**src/rtl/sram_rr_arbiter_if.sv**
```systemverilog
// Purpose: bundles both requester channels and the SRAM phy pins of sram_rr_arbiter.
// Latency: none; this file only declares wires and modports.
// Backpressure: busy0/busy1 tell a requester to hold its request stable.
// Ports: slave = arbiter view (requests and pin data in; busy, read return and phy controls out);
//        master = user/pin-side view (the mirror image).
interface sram_rr_arbiter_if #(
   parameter int DW = 8,
   parameter int AW = 19
);
   logic          en;
   logic [AW-1:0] addr0;
   logic [AW-1:0] addr1;
   logic [DW-1:0] wdata0;
   logic [DW-1:0] wdata1;
   logic          req0;
   logic          req1;
   logic          we0;
   logic          we1;
   logic          busy0;
   logic          busy1;
   logic [DW-1:0] rdata0;
   logic [DW-1:0] rdata1;
   logic          valid0;
   logic          valid1;
   logic [AW-1:0] sram_addr;
   logic          sram_ce_n;
   logic          sram_we_n;
   logic          sram_oe_n;
   logic [DW-1:0] sram_dq_wr;
   logic          sram_dq_oe;
   logic [DW-1:0] sram_dq_rd;

   modport slave (
      input  en, addr0, addr1, wdata0, wdata1, req0, req1, we0, we1, sram_dq_rd,
      output busy0, busy1, rdata0, rdata1, valid0, valid1,
             sram_addr, sram_ce_n, sram_we_n, sram_oe_n, sram_dq_wr, sram_dq_oe
   );

   modport master (
      output en, addr0, addr1, wdata0, wdata1, req0, req1, we0, we1, sram_dq_rd,
      input  busy0, busy1, rdata0, rdata1, valid0, valid1,
             sram_addr, sram_ce_n, sram_we_n, sram_oe_n, sram_dq_wr, sram_dq_oe
   );
endinterface

```
**src/rtl/sram_rr_arbiter.sv**
```systemverilog
// Purpose: round-robin share of one async SRAM phy between two requesters, with tagged read return.
// Latency: phy driven 1 cycle after acceptance; read data/valid RD_LAT+1 cycles after acceptance.
// Backpressure: busyx = reqx & ~gntx (combinational); a direction change costs one bubble cycle.
// Ports: clk, rst (synchronous, active-high); bus (slave modport) carries en, the two request
//        channels (addr/wdata/req/we in, busy/rdata/valid out) and the registered phy pins.
module sram_rr_arbiter #(
   parameter int DW     = 8,
   parameter int AW     = 19,
   parameter int RD_LAT = 1
) (
   input  logic               clk,
   input  logic               rst,
   sram_rr_arbiter_if.slave   bus
);

   typedef struct packed {
      logic rd;   // slot carries a read
      logic ch;   // channel that issued it
   } rd_tag_t;

   logic    prio;       // channel favoured when both request
   logic    prev_gnt;   // an access was granted last cycle
   logic    last_we;    // direction of the most recent grant (1 = write)
   rd_tag_t pipe [RD_LAT];

   logic any_req;
   logic win;
   logic win_we;
   logic bubble;
   logic gnt;
   logic gnt0;
   logic gnt1;

   always_comb begin
      any_req = bus.req0 | bus.req1;
      win     = (bus.req0 & bus.req1) ? prio : bus.req1;
      win_we  = win ? bus.we1 : bus.we0;
      // Only a grant in the immediately preceding cycle needs a turnaround;
      // an idle phy cycle already separates the two directions.
      bubble  = prev_gnt & (last_we != win_we);
      gnt     = ~rst & bus.en & any_req & ~bubble;
      gnt0    = gnt & ~win;
      gnt1    = gnt & win;
   end

   assign bus.busy0 = bus.req0 & ~gnt0;
   assign bus.busy1 = bus.req1 & ~gnt1;

   // Arbitration state and registered phy controls.
   always_ff @(posedge clk) begin
      if (rst) begin
         prio           <= 1'b0;
         prev_gnt       <= 1'b0;
         last_we        <= 1'b0;
         bus.sram_addr  <= '0;
         bus.sram_dq_wr <= '0;
         bus.sram_ce_n  <= 1'b1;
         bus.sram_we_n  <= 1'b1;
         bus.sram_oe_n  <= 1'b1;
         bus.sram_dq_oe <= 1'b0;
      end else begin
         prev_gnt <= gnt;
         if (gnt) begin
            prio          <= ~win;
            last_we       <= win_we;
            bus.sram_addr <= win ? bus.addr1 : bus.addr0;
            if (win_we) begin
               bus.sram_dq_wr <= win ? bus.wdata1 : bus.wdata0;
            end
            bus.sram_ce_n  <= 1'b0;
            bus.sram_we_n  <= ~win_we;
            bus.sram_oe_n  <= win_we;
            bus.sram_dq_oe <= win_we;
         end else begin
            bus.sram_ce_n  <= 1'b1;
            bus.sram_we_n  <= 1'b1;
            bus.sram_oe_n  <= 1'b1;
            bus.sram_dq_oe <= 1'b0;
         end
      end
   end

   // Read tag pipeline: stage 0 is live in the phy-drive cycle, the tail stage
   // is live in the cycle whose closing edge samples sram_dq_rd. Not cleared by
   // en, so reads already on the phy still return.
   always_ff @(posedge clk) begin
      if (rst) begin
         for (int i = 0; i < RD_LAT; i++) begin
            pipe[i] <= '0;
         end
      end else begin
         pipe[0] <= '{rd: gnt & ~win_we, ch: win};
         for (int i = 1; i < RD_LAT; i++) begin
            pipe[i] <= pipe[i-1];
         end
      end
   end

   // Read return: only the tagged channel captures data and strobes valid.
   always_ff @(posedge clk) begin
      if (rst) begin
         bus.rdata0 <= '0;
         bus.rdata1 <= '0;
         bus.valid0 <= 1'b0;
         bus.valid1 <= 1'b0;
      end else begin
         bus.valid0 <= pipe[RD_LAT-1].rd & ~pipe[RD_LAT-1].ch;
         bus.valid1 <= pipe[RD_LAT-1].rd &  pipe[RD_LAT-1].ch;
         if (pipe[RD_LAT-1].rd & ~pipe[RD_LAT-1].ch) begin
            bus.rdata0 <= bus.sram_dq_rd;
         end
         if (pipe[RD_LAT-1].rd & pipe[RD_LAT-1].ch) begin
            bus.rdata1 <= bus.sram_dq_rd;
         end
      end
   end

endmodule

```
**src/flat_wrapper.sv**
```systemverilog
// flat-port wrapper written by rule: the top's interface ports become plain ports
module sram_rr_arbiter_flat 
#(
   parameter int DW     = 8,
   parameter int AW     = 19,
   parameter int RD_LAT = 1
)
  (clk, rst, bus_en, bus_addr0, bus_addr1, bus_wdata0, bus_wdata1, bus_req0, bus_req1, bus_we0, bus_we1, bus_sram_dq_rd, bus_busy0, bus_busy1, bus_rdata0, bus_rdata1, bus_valid0, bus_valid1, bus_sram_addr, bus_sram_ce_n, bus_sram_we_n, bus_sram_oe_n, bus_sram_dq_wr, bus_sram_dq_oe);
  sram_rr_arbiter_if #(.DW(DW), .AW(AW)) bus_i ();
  input  logic clk;
  input  logic rst;
  input wire logic [$bits(bus_i.en)-1:0] bus_en;
  input wire logic [$bits(bus_i.addr0)-1:0] bus_addr0;
  input wire logic [$bits(bus_i.addr1)-1:0] bus_addr1;
  input wire logic [$bits(bus_i.wdata0)-1:0] bus_wdata0;
  input wire logic [$bits(bus_i.wdata1)-1:0] bus_wdata1;
  input wire logic [$bits(bus_i.req0)-1:0] bus_req0;
  input wire logic [$bits(bus_i.req1)-1:0] bus_req1;
  input wire logic [$bits(bus_i.we0)-1:0] bus_we0;
  input wire logic [$bits(bus_i.we1)-1:0] bus_we1;
  input wire logic [$bits(bus_i.sram_dq_rd)-1:0] bus_sram_dq_rd;
  output wire logic [$bits(bus_i.busy0)-1:0] bus_busy0;
  output wire logic [$bits(bus_i.busy1)-1:0] bus_busy1;
  output wire logic [$bits(bus_i.rdata0)-1:0] bus_rdata0;
  output wire logic [$bits(bus_i.rdata1)-1:0] bus_rdata1;
  output wire logic [$bits(bus_i.valid0)-1:0] bus_valid0;
  output wire logic [$bits(bus_i.valid1)-1:0] bus_valid1;
  output wire logic [$bits(bus_i.sram_addr)-1:0] bus_sram_addr;
  output wire logic [$bits(bus_i.sram_ce_n)-1:0] bus_sram_ce_n;
  output wire logic [$bits(bus_i.sram_we_n)-1:0] bus_sram_we_n;
  output wire logic [$bits(bus_i.sram_oe_n)-1:0] bus_sram_oe_n;
  output wire logic [$bits(bus_i.sram_dq_wr)-1:0] bus_sram_dq_wr;
  output wire logic [$bits(bus_i.sram_dq_oe)-1:0] bus_sram_dq_oe;
  assign bus_i.en = bus_en;
  assign bus_i.addr0 = bus_addr0;
  assign bus_i.addr1 = bus_addr1;
  assign bus_i.wdata0 = bus_wdata0;
  assign bus_i.wdata1 = bus_wdata1;
  assign bus_i.req0 = bus_req0;
  assign bus_i.req1 = bus_req1;
  assign bus_i.we0 = bus_we0;
  assign bus_i.we1 = bus_we1;
  assign bus_i.sram_dq_rd = bus_sram_dq_rd;
  assign bus_busy0 = bus_i.busy0;
  assign bus_busy1 = bus_i.busy1;
  assign bus_rdata0 = bus_i.rdata0;
  assign bus_rdata1 = bus_i.rdata1;
  assign bus_valid0 = bus_i.valid0;
  assign bus_valid1 = bus_i.valid1;
  assign bus_sram_addr = bus_i.sram_addr;
  assign bus_sram_ce_n = bus_i.sram_ce_n;
  assign bus_sram_we_n = bus_i.sram_we_n;
  assign bus_sram_oe_n = bus_i.sram_oe_n;
  assign bus_sram_dq_wr = bus_i.sram_dq_wr;
  assign bus_sram_dq_oe = bus_i.sram_dq_oe;
  sram_rr_arbiter #(.DW(DW), .AW(AW), .RD_LAT(RD_LAT)) u_core (.clk(clk), .rst(rst), .bus(bus_i));
endmodule
```
**config.mk**
```make
export PLATFORM = sky130hd
export DESIGN_NAME = sram_rr_arbiter_flat
export DESIGN_NICKNAME = d
export VERILOG_FILES = /design/src/rtl/sram_rr_arbiter_if.sv /design/src/rtl/sram_rr_arbiter.sv /design/src/flat_wrapper.sv
export SDC_FILE = /design/constraint.sdc
export NUM_CORES = 1
export LEC_CHECK = 0
export ABC_CLOCK_PERIOD_IN_PS = 2400
export BUFFER_PORTS_ARGS = -buffer_cell sky130_fd_sc_hd__buf_2
export CORE_MARGIN = 1
export CORE_UTILIZATION = 29
export DETAILED_ROUTE_END_ITERATION = 16
export SKIP_CTS_REPAIR_TIMING = 1
export SYNTH_ARGS = -nofsm -noshare
export SYNTH_HDL_FRONTEND = slang
export SYNTH_SLANG_ARGS = --single-unit
```
**constraint.sdc**
```tcl
create_clock -name clk -period 2.4 [get_ports clk]
set_clock_uncertainty 0.1 [all_clocks]
set_input_delay 0.12 -clock clk [delete_from_list [all_inputs] [get_ports clk]]
set_output_delay 0.12 -clock clk [all_outputs]
set_load 0.01 [all_outputs]
```
* After elaboration in Yosys (flattened, before gate mapping)
Memories as Yosys holds them, arrays and structs flattened.
Cells that the tools add are included.
** Cells by class
- Eq/ne operators :: 1
- Muxes and demuxes :: 10
- Bitwise gates (word level) :: 21
- Reduce and logical (&&, ||, !) cells :: 3
** Operators by type and width (count)
- $mux W19 :: 1
- $and A1 B1 Y1 :: 12
- $mux W8 :: 1
- $not A1 Y1 :: 8
- $mux W1 :: 7
- $reduce_or A2 Y1 :: 2
- $mux W2 :: 1
- $reduce_and A2 Y1 :: 1
- $ne A1 B1 Y1 :: 1
- $or A1 B1 Y1 :: 1
** Word-level totals
- Bits in registers :: 52
- RAM bits :: 2
- Input bits :: 69
- Output and inout bits :: 51
- Word-level logic and storage cells :: 49
- Memories :: 1
** Memory list
- u_core.pipe :: words 1, width 2, rd ports 1, clocked after memory_dff 0, write ports 1, line sram_rr_arbiter.sv:24 : rd_tag_t pipe [RD_LAT];

* Depth between registers and ports, before layout
- Depth in word-level cells :: 10
- Mapped depth :: 7
- Mapped depth without buffers :: 6

* Least setup slack after synthesis
No wires, ideal clock.
- Path kind :: flip-flop to flip-flop
- Start :: register u_core.prio
- End :: register u_core.bus.sram_addr[8] (netlist name)
- Setup time :: 0.081 ns
- Arrival time :: 1.431 ns
- Data required time :: 2.219 ns
- Slack :: 0.788 ns
- Stages on the path, launching flop included :: 7
- Path buffers :: 1
- Clock period less this slack :: 1.612 ns
- Cell sequence :: dfxtp_1 -> nand2b_1 -> a21boi_2 -> mux2i_1 -> buf_2 -> a21oi_1 -> a211oi_2
** Between the ends
- Word-level cells in the longest chain between the ends :: 6
- Elaborated cells on any way between the ends :: 7
- Classes of those cells :: 1 x eq/ne; 3 x mux; 3 x bitwise
** Ends and longest elaborated chain
- from (decl) :: line sram_rr_arbiter.sv:21 : logic prio;
- from (signal assigned) :: line sram_rr_arbiter.sv:64 : prio <= ~win;
- $mux W1 * :: line sram_rr_arbiter.sv:36 : win = (bus.req0 & bus.req1) ? prio : bus.req1;
- $mux W1 :: line sram_rr_arbiter.sv:37 : win_we = win ? bus.we1 : bus.we0;
- $ne A1 B1 Y1 :: line sram_rr_arbiter.sv:40 : bubble = prev_gnt & (last_we != win_we);
- $and A1 B1 Y1 :: line sram_rr_arbiter.sv:40
- $not A1 Y1 :: line sram_rr_arbiter.sv:41 : gnt = ~rst & bus.en & any_req & ~bubble;
- $and A1 B1 Y1 :: line sram_rr_arbiter.sv:41
- to (signal assigned) :: line sram_rr_arbiter.sv:66 : bus.sram_addr <= win ? bus.addr1 : bus.addr0;
- to (decl) :: line sram_rr_arbiter_if.sv:36 : sram_addr, sram_ce_n, sram_we_n, sram_oe_n, sram_dq_wr, sram_dq_oe
Mark *: on every way between the ends. The rest lies on a longest branch, timed or not.
A chain may end at the register's enable or synchronous reset.

* Worst setup path after layout
- Start :: register u_core.prio
- End :: output bus_busy1
** Between the ends
- Word-level cells in the longest chain between the ends :: 9
** Ends and longest elaborated chain
- $mux W1 * :: line sram_rr_arbiter.sv:36
- $mux W1 :: line sram_rr_arbiter.sv:37
- $ne A1 B1 Y1 :: line sram_rr_arbiter.sv:40
- $and A1 B1 Y1 :: line sram_rr_arbiter.sv:40
- $not A1 Y1 :: line sram_rr_arbiter.sv:41
- $and A1 B1 Y1 :: line sram_rr_arbiter.sv:41
- $and A1 B1 Y1 * :: line sram_rr_arbiter.sv:43 : gnt1 = gnt & win;
- $not A1 Y1 * :: line sram_rr_arbiter.sv:47 : assign bus.busy1 = bus.req1 & ~gnt1;
- $and A1 B1 Y1 * :: line sram_rr_arbiter.sv:47
- to (decl) :: line flat_wrapper.sv:23 : output wire logic [$bits(bus_i.busy1)-1:0] bus_busy1;
Marks and branches as above.

==> impl_metrics.py <==
metrics = {
    "outcome": {
        "run_status": "finished, violations left",
        "violations_in_the_final_reports": "negative hold slack",
    },
    "floorplan": {
        "floorplan.die_area_um2": 8445,
        "die_width_um": 91.90,
        "die_height_um": 91.90,
        "initial_core_util": 0.3017,
        "design.core.area_um2": 7767,
        "i_o_pins": 120,
        "std_cell_rows": 32,
    },
    "global_routing": {
        "gr-total-overflow": 0,
        "antenna_found_initial": 0,
        "all_layer_global_routing_usage": 0.1344,
        "grt_pass1_vias": 1989,
        "grt_first_pass_wirelength_mm": 9.101,
        "pin_count_of_the_biggest_net_entering_global_routing": 49,
    },
    "run": {
        "max_cap_violations": 0,
    },
    "synthesis": {
        "syn-mean-instance-area_um2": 9.605,
        "synth_top_cells_by_area": "dfxtp_1 46%, a211oi_2 10%, mux2i_1 8.5%, a21oi_1 7.7%, nand2_1 6.9%",
        "synthDominantAreaCellType": "dfxtp_1",
        "ys_types": 31,
        "synth.ff_latch_count": 54,
        "synth_seq_area_share": 0.4613,
        "synthDominantCellAreaShare": 0.4613,
        "synth.yosys.warnings": 0,
        "cell_area_after_technology_mapping_um2": 2343,
        "post_synth_inst_count": 244,
        "syn-num-nets": 313,
    },
    "setup_path": {
        "worst_flop_to_flop_path_startpoint": "u_core.prio",
        "worst-endpoint-required_ps": 2180,
        "endpoint_kind": "output port",
        "crit_arrival_ps": 1990,
        "reg2reg_to": "u_core.bus.sram_addr[4]",
        "critical_path_peak_fanout": 23,
        "crit_chain": "nand2b_1, a21boi_2, mux2i_2, nand2_2, inv_4, a21boi_1, buf_2",
        "timing.reg2reg.worst_path_depth": 6,
        "timing.critical_path.buf_inv": 2,
        "timing.critical_path.slowest_stage_cell": "dfxtp_1",
        "timing.critical_path.from_type": "flop",
        "reg2reg_slack_ps": 570,
        "criticalPathCategory": "flop to output port",
        "path_delay_family": "buffers and inverters",
        "max_stage_delay_ps": 320,
    },
    "sta": {
        "sum_of_negative_setup_slack_ps": 0,
        "post-route-period-util": 0.9228,
        "worst_pin_slew_ps": 646.7,
        "finalWorstPathRequiredPeriod_ps": 2215,
        "number_of_endpoints_failing_setup_at_the_final_stage": 0,
        "timing.hold.ws_ps": -17.61,
        "timing_hold_violations_final": 3,
        "timing.slew.headroom": 0.5689,
        "grt_setup_unrepaired": "false",
        "fmax_mhz": 451.5,
        "final-max-slew-violation-count": 0,
        "final_critical_path_setup_slack_ps": 185.4,
    },
    "drt": {
        "viasPerCell": 4.610,
        "detail-route-antenna-nets": 0,
        "num_vias": 2176,
        "first_iter_violations": 38,
        "drcViolationCount": 0,
        "detailedRoute.firstPassIterationCount": 4,
        "detail_route.wl_per_cell_um": 12.20,
        "finalWirelength_mm": 5.759,
    },
    "layout": {
        "finish.net_count": 438,
        "insertedDiodeCount": 0,
        "share_of_final_layout_standard_cells_stronger_than_drive_strength_1": 0.4405,
        "post-route-util": 0.4145,
        "final_cell_area_um2": 3219,
        "layout.cells.most_common_list": "119 x buf_2, 54 x dfxtp_1, 43 x nand2_1",
        "fillers": 788,
        "area_growth_syn_to_layout_pct": 37.37,
        "final_common_cell": "buf_2",
    },
    "cts": {
        "ctsRootBufferMaster": "clkbuf_8",
        "max-clock-path-buffers": 2,
        "cts_sinks": 54,
        "inserted_clock_buffers": 5,
        "worstSkewPairLatency_ps": 310,
        "tritoncts_clock_tree": "done",
        "cts_h_tree_depth": 2,
        "clock_pin_slew_on_the_worst_setup_and_hold_paths_ps": 100,
    },
    "power": {
        "power_density_nw_per_um2": 565.3,
        "vdd.ir_drop.worst_mv": 0.2452,
        "total_leakage_power_nw": 1.466,
    },
    "min_path": {
        "min_path_cells": 3,
        "worstHoldPathType": "primary input to flop",
        "worstHoldStart": "bus_wdata0[4]",
        "worstHoldEndpoint": "u_core.bus.sram_dq_wr[4]",
    },
    "place": {
        "routabilityCongestion": 0.7105,
        "post-place-ws_ps": 515.0,
        "placement.cell_area_um2": 2975,
        "io_buffers": 119,
        "post_dp_hpwl_mm": 3.975,
    },
}
## registers in the layout, summed over array words and instances, names as in the netlist
name                   flops
u_core.bus.valid0          1
u_core.prev_gnt            1
u_core.prio                1
u_core.bus.sram_oe_n       1
u_core.bus.sram_ce_n       1
u_core.last_we             1
u_core.bus.valid1          1
u_core.bus.sram_we_n       1
u_core.pipe                2
u_core.bus.rdata0          8
u_core.bus.sram_dq_oe      1
u_core.bus.sram_addr      19
u_core.bus.rdata1          8
u_core.bus.sram_dq_wr      8
## area by class of cell
| cell class | instances | area [um^2] | share of cell area |
|---|---|---|---|
| Multi-Input combinational cell | 165 | 1116 | 0.3467 |
| Sequential cell | 54 | 1081 | 0.3358 |
| Inverter | 4 | 17.52 | 0.005441 |
| Clock inverter | 3 | 25.02 | 0.007773 |
| Clock buffer | 5 | 68.82 | 0.02138 |
| Timing Repair Buffer | 139 | 783.3 | 0.2433 |
| Tap cell | 102 | 127.6 | 0.03964 |
## synth_stat cells
master     n
nand2b_1   2
nor2b_1    1
nor2_1    13
a21oi_1   36
a31oi_1    1
clkbuf_1   6
a211oi_2  19
inv_4      1
a21boi_1   2
a21boi_4   1
nor2_2     1
nand2_1   43
a311oi_1   7
o221a_2    1
buf_2      4
a211oi_1   1
a21boi_2   1
nand3_1    8
mux2i_1   20
buf_6      6
buf_1      4
buf_4      1
and3_1     1
a21oi_2    1
and3_4     1
nor3b_4    1
and2_1     1
dfxtp_1   54
nand2_2    1
inv_1      3
a311oi_2   2
## power by group
group          switching, mW  internal, mW
combinational          0.176         0.159
sequential            0.0239         0.939
clock                  0.311         0.211
## worst reg2reg max path, cell delays in order, from the launching register on
cell      delay [ps]
dfxtp_1          320
nand2b_1         200
a21boi_2         240
mux2i_2          280
buf_4            290
a21oi_1          130
a211oi_2         200
## worst max path at each step
stage                           start                       to  slack (ps)  cells after the start
final                     u_core.prio                bus_busy1         190                      7
after global routing      u_core.prio                bus_busy1          30                      7
after CTS                 u_core.prio                bus_busy1         140                      7
after detailed placement  u_core.prio                bus_busy1         510                      7
after global placement    u_core.prio                bus_busy1         550                      7
after floorplan           u_core.prio  u_core.bus.sram_addr[8]         790                      6
## metrics by stage
stage / std cells / power [mW]
after detailed placement: 449 / 1.303
after global placement: 449 / 1.299
after global routing: 472 / 1.921
after floorplan: 244 / 1.181
final: 472 / 1.820
after CTS: 457 / 1.840
## routing by layer
metal  GRT usage  vias up  share of wire
met4     0.03516        0          0.011
met2      0.2332       88           0.46
li1            -     1110              -
met1      0.1636      972           0.46
met5           0        -              0
met3     0.03566        6          0.067
## cells by family after synthesis
kind of cell           share of synthesized area
AND/OR/NAND/NOR                           0.1383
AO/OA/AOI/OAI                             0.2509
flip-flops                                0.4613
buffers and inverters                    0.06407
multiplexers                             0.08542
Power figures use the tool's default switching activity.
